--- src/rtl/universal_ff_bank.sv ---
// WIDTH-bit bank of flip-flops with runtime SR/JK/D/T mode select and sticky SR illegal-input tracking.
// Optional macro UFF_ERR_CNT_EN adds the saturating ERR_CNT illegal-cycle counter and its port.
module universal_ff_bank #(
    parameter int unsigned           WIDTH     = 8,
    parameter logic [WIDTH-1:0]      RESET_VAL = '0,
    parameter int unsigned           CNT_W     = 8
) (
    input  logic             clk,
    input  logic             CLR,
    input  logic             SET,
    input  logic             EN,
    input  logic [1:0]       MODE,
    input  logic [WIDTH-1:0] A,
    input  logic [WIDTH-1:0] B,
    input  logic             ERR_CLR,
    output logic [WIDTH-1:0] Q,
    output logic [WIDTH-1:0] Q_not,
    output logic             ERR,
`ifdef UFF_ERR_CNT_EN
    output logic [WIDTH-1:0] ERR_BITS,
    output logic [CNT_W-1:0] ERR_CNT
`else
    output logic [WIDTH-1:0] ERR_BITS
`endif
);

    typedef enum logic [1:0] {
        MODE_SR = 2'b00,
        MODE_JK = 2'b01,
        MODE_D  = 2'b10,
        MODE_T  = 2'b11
    } mode_e;

    mode_e            w_mode;
    logic [WIDTH-1:0] w_next;
    logic [WIDTH-1:0] w_illegal;
    logic             w_any_illegal;

    logic [WIDTH-1:0] r_q;
    logic [WIDTH-1:0] r_q_not;
    logic             r_err;
    logic [WIDTH-1:0] r_err_bits;

    assign w_mode = mode_e'(MODE);

    always_comb begin
        w_next = r_q;
        for (int unsigned i = 0; i < WIDTH; i++) begin
            unique case (w_mode)
                MODE_SR: begin
                    // SR 11 holds rather than going undefined
                    case ({A[i], B[i]})
                        2'b01:   w_next[i] = 1'b0;
                        2'b10:   w_next[i] = 1'b1;
                        default: w_next[i] = r_q[i];
                    endcase
                end
                MODE_JK: begin
                    case ({A[i], B[i]})
                        2'b01:   w_next[i] = 1'b0;
                        2'b10:   w_next[i] = 1'b1;
                        2'b11:   w_next[i] = ~r_q[i];
                        default: w_next[i] = r_q[i];
                    endcase
                end
                MODE_D:  w_next[i] = A[i];
                MODE_T:  w_next[i] = r_q[i] ^ A[i];
                default: w_next[i] = r_q[i];
            endcase
        end
    end

    always_comb begin
        w_illegal = '0;
        if ((w_mode == MODE_SR) && EN && SET) begin
            w_illegal = A & B;
        end
        w_any_illegal = |w_illegal;
    end

    always_ff @(posedge clk) begin
        if (!CLR) begin
            r_q        <= RESET_VAL;
            r_q_not    <= ~RESET_VAL;
            r_err      <= 1'b0;
            r_err_bits <= '0;
        end else begin
            if (!SET) begin
                r_q     <= '1;
                r_q_not <= '0;
            end else if (EN) begin
                r_q     <= w_next;
                r_q_not <= ~w_next;
            end
            // a new illegal event on the same edge as ERR_CLR replaces the old record
            if (w_any_illegal) begin
                r_err      <= 1'b1;
                r_err_bits <= ERR_CLR ? w_illegal : (r_err_bits | w_illegal);
            end else if (ERR_CLR) begin
                r_err      <= 1'b0;
                r_err_bits <= '0;
            end
        end
    end

`ifdef UFF_ERR_CNT_EN
    logic [CNT_W-1:0] r_err_cnt;

    always_ff @(posedge clk) begin
        if (!CLR) begin
            r_err_cnt <= '0;
        end else if (w_any_illegal) begin
            if (ERR_CLR) begin
                r_err_cnt <= {{(CNT_W-1){1'b0}}, 1'b1};
            end else if (r_err_cnt != '1) begin
                r_err_cnt <= r_err_cnt + 1'b1;
            end
        end else if (ERR_CLR) begin
            r_err_cnt <= '0;
        end
    end

    assign ERR_CNT = r_err_cnt;
`endif

    assign Q        = r_q;
    assign Q_not    = r_q_not;
    assign ERR      = r_err;
    assign ERR_BITS = r_err_bits;

endmodule

--- config.mk ---
export PLATFORM = sky130hd
export DESIGN_NAME = universal_ff_bank
export DESIGN_NICKNAME = d
export VERILOG_FILES = /design/src/rtl/universal_ff_bank.sv
export SDC_FILE = /design/constraint.sdc
export NUM_CORES = 1
export LEC_CHECK = 0
export CAP_MARGIN = 20
export CORE_AREA = 2 2 67 69
export CTS_CLUSTER_SIZE = 16
export DETAILED_ROUTE_END_ITERATION = 7
export DIE_AREA = 0 0 69 71
export PLACE_DENSITY = 0.78
export SLEW_MARGIN = 10
export SYNTH_ARGS = -nofsm -noshare
export SYNTH_HDL_FRONTEND = slang
export SYNTH_SLANG_ARGS = --single-unit
export TNS_END_PERCENT = 30
--- constraint.sdc ---
create_clock -name clk -period 2.9 [get_ports clk]
set_input_delay 0.58 -clock clk [delete_from_list [all_inputs] [get_ports clk]]
set_output_delay 0.58 -clock clk [all_outputs]
set_load 0.05 [all_outputs]
; ---- Word-level counts from Yosys, hierarchy flattened
; Cells that the tools add are included.
[classes]
magnitude_cmp = 0
shifts = 0
n_mul = 0
reduce_logical = 5
div = 0
eq_ne = 28
n_bitwise = 19
addsub = 0
muxes = 34
[ops]
columns = cell, count
row1 = 8-bit two-way mux, 8
row2 = 2-bit equality test (second input constant), 18
row3 = 1-bit case mux with 4 select lines, 8
row4 = 1-bit case mux with 3 select lines, 8
row5 = 2-bit by 1-bit equality test with 1-bit output (second input constant), 9
row6 = 1-bit case mux with 2 select lines, 8
row7 = 8-bit AND, 1
row8 = 1-bit NOT, 8
row9 = 8-bit NOT, 1
row10 = 8-bit OR, 1
row11 = 8-bit OR reduction, 1
row12 = 1-bit XOR, 8
row13 = 1-bit logical AND, 2
row14 = 2-bit logical NOT, 1
row15 = 1-bit two-way mux, 2
row16 = 2-bit inequality test (second input constant), 1
row17 = 2-bit nonzero test, 1
[totals]
latch_bits = 0
n_memories = 0
romBits = 0
ram_bits = 0
out_inout_bits = 25
ff_bits = 25
elab_cells = 90

; ---- Longest topological paths before layout
[depth]
depth_word = 7
ltp_mapped = 5

; ---- Worst setup path before layout
; No wires, ideal clock.
[synth_path]
path_type = in2reg
start = in B[3]
end = reg r_q[3] (netlist: Q[3])
path_slack_ns = 1.327
path_stages = 5
t_arrival_ns = 1.451
n_path_buf = 0
cell_sequence = inv_1 -> ha_1 -> mux2i_1 -> a211oi_1 -> o311a_1
[synth_between]
elab_chain_cells = 5
[synth_rtl]
columns = item, line
row1 = start: declaration, 14  ; input logic [WIDTH-1:0] B,
row2 = "2-bit equality test, or another cell as far along", 59  ; case ({A[i], B[i]})
row3 = 1-bit case mux with 3 select lines or 1-bit case mux with 2 select lines (tied branches), "59, 52"
row4 = 1-bit case mux with 4 select lines *, 49  ; unique case (w_mode)
row5 = 8-bit two-way mux *, 91  ; end else if (EN) begin
row6 = 8-bit two-way mux *, 88  ; if (!SET) begin
row7 = end signal: assignment, 92  ; r_q <= w_next;
row8 = end: declaration, 39  ; logic [WIDTH-1:0] r_q;
; Every way passes the cells marked *; elsewhere a longest branch is shown, timed or not. The select of a mux whose other input is x is not followed.
; A chain may end at the register's enable or synchronous reset.

; ---- Worst setup path in the final report
[layout_path]
start = in MODE[1]
end = reg r_q_not[3] (netlist: Q_not[3])
[layout_between]
elab_chain_cells = 5
[layout_rtl]
columns = item, line
row1 = start: declaration, 12  ; input logic [1:0] MODE,
row2 = "2-bit equality test, or another cell as far along", 49
row3 = 1-bit case mux with 4 select lines *, 49
row4 = 8-bit NOT *, 93  ; r_q_not <= ~w_next;
row5 = 8-bit two-way mux *, 91
row6 = 8-bit two-way mux *, 88
row7 = end signal: assignment, 84  ; r_q_not <= ~RESET_VAL;
row8 = end signal: assignment, 93
row9 = end: declaration, 40  ; logic [WIDTH-1:0] r_q_not;
; Marks and branches as above.

==> metrics.md <==
| Metric | Value |
|---|---|
| Outcome | finished, final reports clean |
| Static power due to leakage | 0.850 nW |
| Chip width | 69 um |
| Sequential cell fraction of total power | 42.9% |
| Type of the worst setup path | input pin to flop |
| NumNets Final | 254 |
| Minimum clock period | 2.11 ns |
| Later-pin clock latency in the skew report | 0.28 ns |
| Critical path data required time | 3.02 ns |
| Fin. Hold Viols | 0 |
| Clock root cell | sky130_fd_sc_hd__clkbuf_8 |
| Maximum fanout along the worst path | 18 |
| FP Rows | 24 |
| Number of distinct library cells after synthesis | 28 |
| Startpoint type of the worst setup path | input pin |
| Fill cell count | 398 |
| Transition time at the pin with the least slew margin | 0.782 ns |
| Sum of negative setup slack | 0 ns |
| Count of flip-flops with a built-in enable after synthesis | 0 |
| DRT iter0 DRCs | 91 |
| Endpoints failing setup | 0 |
| Detail-routed net length per standard cell | 14.2 um |
| Routability-driven placement congestion ratio | 0.759 |
| Sequential cell area fraction in the yosys report | 30.7% |
| Synthesis warning total | 0 |
| Placed instance count | 262 |
| Prevailing post-synth register cell | sky130_fd_sc_hd__dfxtp_1 |
| Number of buffers created by CTS | 3 |
| Class of the tightest hold or removal check | flop to flop |
| Area of the die | 4900 um^2 |
| Count of maximum capacitance violations | 0 |
| Routed Wire Length | 3780 um |
| Setup repair after global routing missed its margin | no |
| Core occupancy in the finished layout | 51.7% |
| Total standard cell area after synthesis | 1630 um^2 |
| Worst Hold Slack | 0.486 ns |
| Syn_nets | 209 |
| Count of pins on the block boundary | 48 |
| Tot GR Track Use | 15.5% |
| Buffer depth of the longest clock path | 2 |
| First-pass GRT wire length | 6220 um |
| Post-Synthesis Cells | 170 |
| Post-synth ARST share | 0% |
| Antenna diode instance count | 0 |
| Clock Sinks | 25 |
| Internal power of the cells | 0.587 mW |
| Proportion of total power due to net switching | 34.0% |
| Crit share post-route | 72.7% |
| Area share of the largest cell type after synthesis | 30.7% |
| DRC Markers | 0 |
| Initial antenna violation count | 0 |
| Signal arrival time at the worst endpoint | 2.22 ns |
| Most used standard cells in the synthesized netlist | sky130_fd_sc_hd__dfxtp_1 (25), sky130_fd_sc_hd__nor2b_1 (24), sky130_fd_sc_hd__ha_1 (16) |
| Power per unit of standard cell area | 409 nW/um^2 |
| Area after detailed placement | 2120 um^2 |
| Average size of a mapped cell | 9.59 um^2 |
| Cell area after layout | 2170 um^2 |
| Number of vias per cell | 5.35 |
| Endpoint kind of the worst setup timing path | flop |
| Worst slew margin | 47.7% |
| Hpwl dp | 2690 um |
| Growth of design area from synthesis to finish | 33.3% |
| Routed vias | 1,424 |
| Number of nets still failing antenna checks after routing | 0 |
| Hold buffer count at CTS | 0 |
| IO Port Bufs | 47 |
| Via count of the first global-routing pass | 1,371 |
| Sw Pwr | 0.303 mW |
| Level count of the clock H-tree | 1 |
| Clock edge transition at the registers on the reported setup and hold paths | 0.10 ns |
| Fraction of layout instances using a drive strength above 1 | 9.35% |
| Die boundary height | 71 um |
| Clock tree from TritonCTS | done |
| Core Area | 4200 um^2 |
| Combinational Power Share | 31.5% |
| Final clock skew | 0.00662 ns |
| Area leader, netlist | sky130_fd_sc_hd__dfxtp_1 |
| Peak VDD IR | 0.222 mV |
| Number of buffers added for setup after CTS | 0 |
| Highest clock rate | 474 MHz |
| Initial Utilization | 38.8% |
| Cell types occupying the most area after synthesis | sky130_fd_sc_hd__dfxtp_1 (31%), sky130_fd_sc_hd__ha_1 (12%), sky130_fd_sc_hd__nor2b_1 (9.2%) |
| Count of state elements after synthesis | 25 |
| Number of max-slew violations in the final report | 0 |
| Final instance count without filler cells | 266 |
| Most frequent cell after synthesis | sky130_fd_sc_hd__dfxtp_1 |
| First-pass iteration count of the detailed router | 4 |
| Pin count of the biggest net entering global routing | 26 |
| Relative contribution of the clock network to total power | 25.5% |
| PostCTS Resize Cnt | 0 |
| Leftover overflow at the end of global routing | 0 |
==> power by group through the flow <==
stage / registers, mW / clock network, mW / logic (mW)
after floorplan: 0.459 / 0 / 0.107
after global placement: 0.390 / 0 / 0.278
after detailed placement: 0.390 / 0 / 0.280
after CTS: 0.382 / 0.233 / 0.281
after global routing: 0.386 / 0.245 / 0.301
final: 0.382 / 0.227 / 0.281
==> sequential cells by signal, indices dropped and copies added, names as in the netlist <==
name      cells
ERR_BITS      8
ERR           1
Q             8
Q_not         8
==> cell usage in the layout (no fill, tap or decap), types with 2 or more instances in the layout <==
cell                              instances
sky130_fd_sc_hd__mux2i_1                  8
sky130_fd_sc_hd__a211oi_1                 8
sky130_fd_sc_hd__or3b_2                   6
sky130_fd_sc_hd__mux2_2                   4
sky130_fd_sc_hd__nand3b_1                 8
sky130_fd_sc_hd__o21ai_0                  8
sky130_fd_sc_hd__clkdlybuf4s50_1         47
sky130_fd_sc_hd__buf_4                    2
sky130_fd_sc_hd__ha_1                    16
sky130_fd_sc_hd__a21oi_1                 15
sky130_fd_sc_hd__clkbuf_8                 3
sky130_fd_sc_hd__o311ai_1                 8
sky130_fd_sc_hd__or3b_1                   2
sky130_fd_sc_hd__inv_1                    8
sky130_fd_sc_hd__o311a_1                  8
sky130_fd_sc_hd__mux2_1                   3
sky130_fd_sc_hd__dfxtp_1                 25
sky130_fd_sc_hd__nor2b_1                 24
sky130_fd_sc_hd__or4_1                    2
==> layer usage <==
metal / wire, um / up-vias / GRT usage (%) / part of all wire (%)
met3: 205 / 4 / 3.42 / 5.4
met4: 42 / 0 / 6.10 / 1.1
met5: 0 / - / 0 / 0
met2: 1700 / 40 / 24.9 / 45
li1: - / 720 / - / -
met1: 1820 / 660 / 20.3 / 48
==> cells by family (layout without fill, tap and decap cells) <==
group                    Yosys count  after routing  share of synthesized area (%)
flip-flops                        25             25                           30.7
multiplexers                      16             16                           10.7
adder cells (fa/ha/maj)           16             16                           12.3
AND/OR/NAND/NOR                   45             45                           19.5
buffers and inverters             18             62                           5.60
AO/OA/AOI/OAI                     50             50                           21.3
==> worst max-delay path, cell delays in order <==
cell                              delay (ns)
sky130_fd_sc_hd__clkdlybuf4s50_1        0.91
sky130_fd_sc_hd__mux2_2                 0.40
sky130_fd_sc_hd__a21oi_1                0.20
sky130_fd_sc_hd__o311ai_1               0.13
==> metrics by stage <==
| step | setup slack, ns | total power, mW |
|---|---|---|
| final | 0.790 | 0.889 |
| after floorplan | 1.33 | 0.566 |
| after CTS | 0.784 | 0.897 |
| after global placement | 0.547 | 0.668 |
| after global routing | 0.685 | 0.932 |
| after detailed placement | 0.496 | 0.670 |
==> final timing paths <==
check / from / to / slack (ns) / cells after the start
max reg2reg: Q[6] / Q_not[6] / 1.75 / 3
max: MODE[1] / Q_not[3] / 0.79 / 4
min reg2reg: ERR / ERR / 0.49 / 2
min: ERR / ERR / 0.49 / 2
==> layout make-up <==
type | instances | area, um^2 | share of cell area (%)
Timing Repair Buffer | 49 | 485 | 22.3
Clock buffer | 3 | 41.3 | 1.90
Tap cell | 52 | 65.1 | 2.99
Multi-Input combinational cell | 127 | 1040 | 47.8
Inverter | 9 | 33.8 | 1.55
Clock inverter | 1 | 8.76 | 0.403
Sequential cell | 25 | 500 | 23.0
No activity file was read; power rests on OpenSTA's default activity.
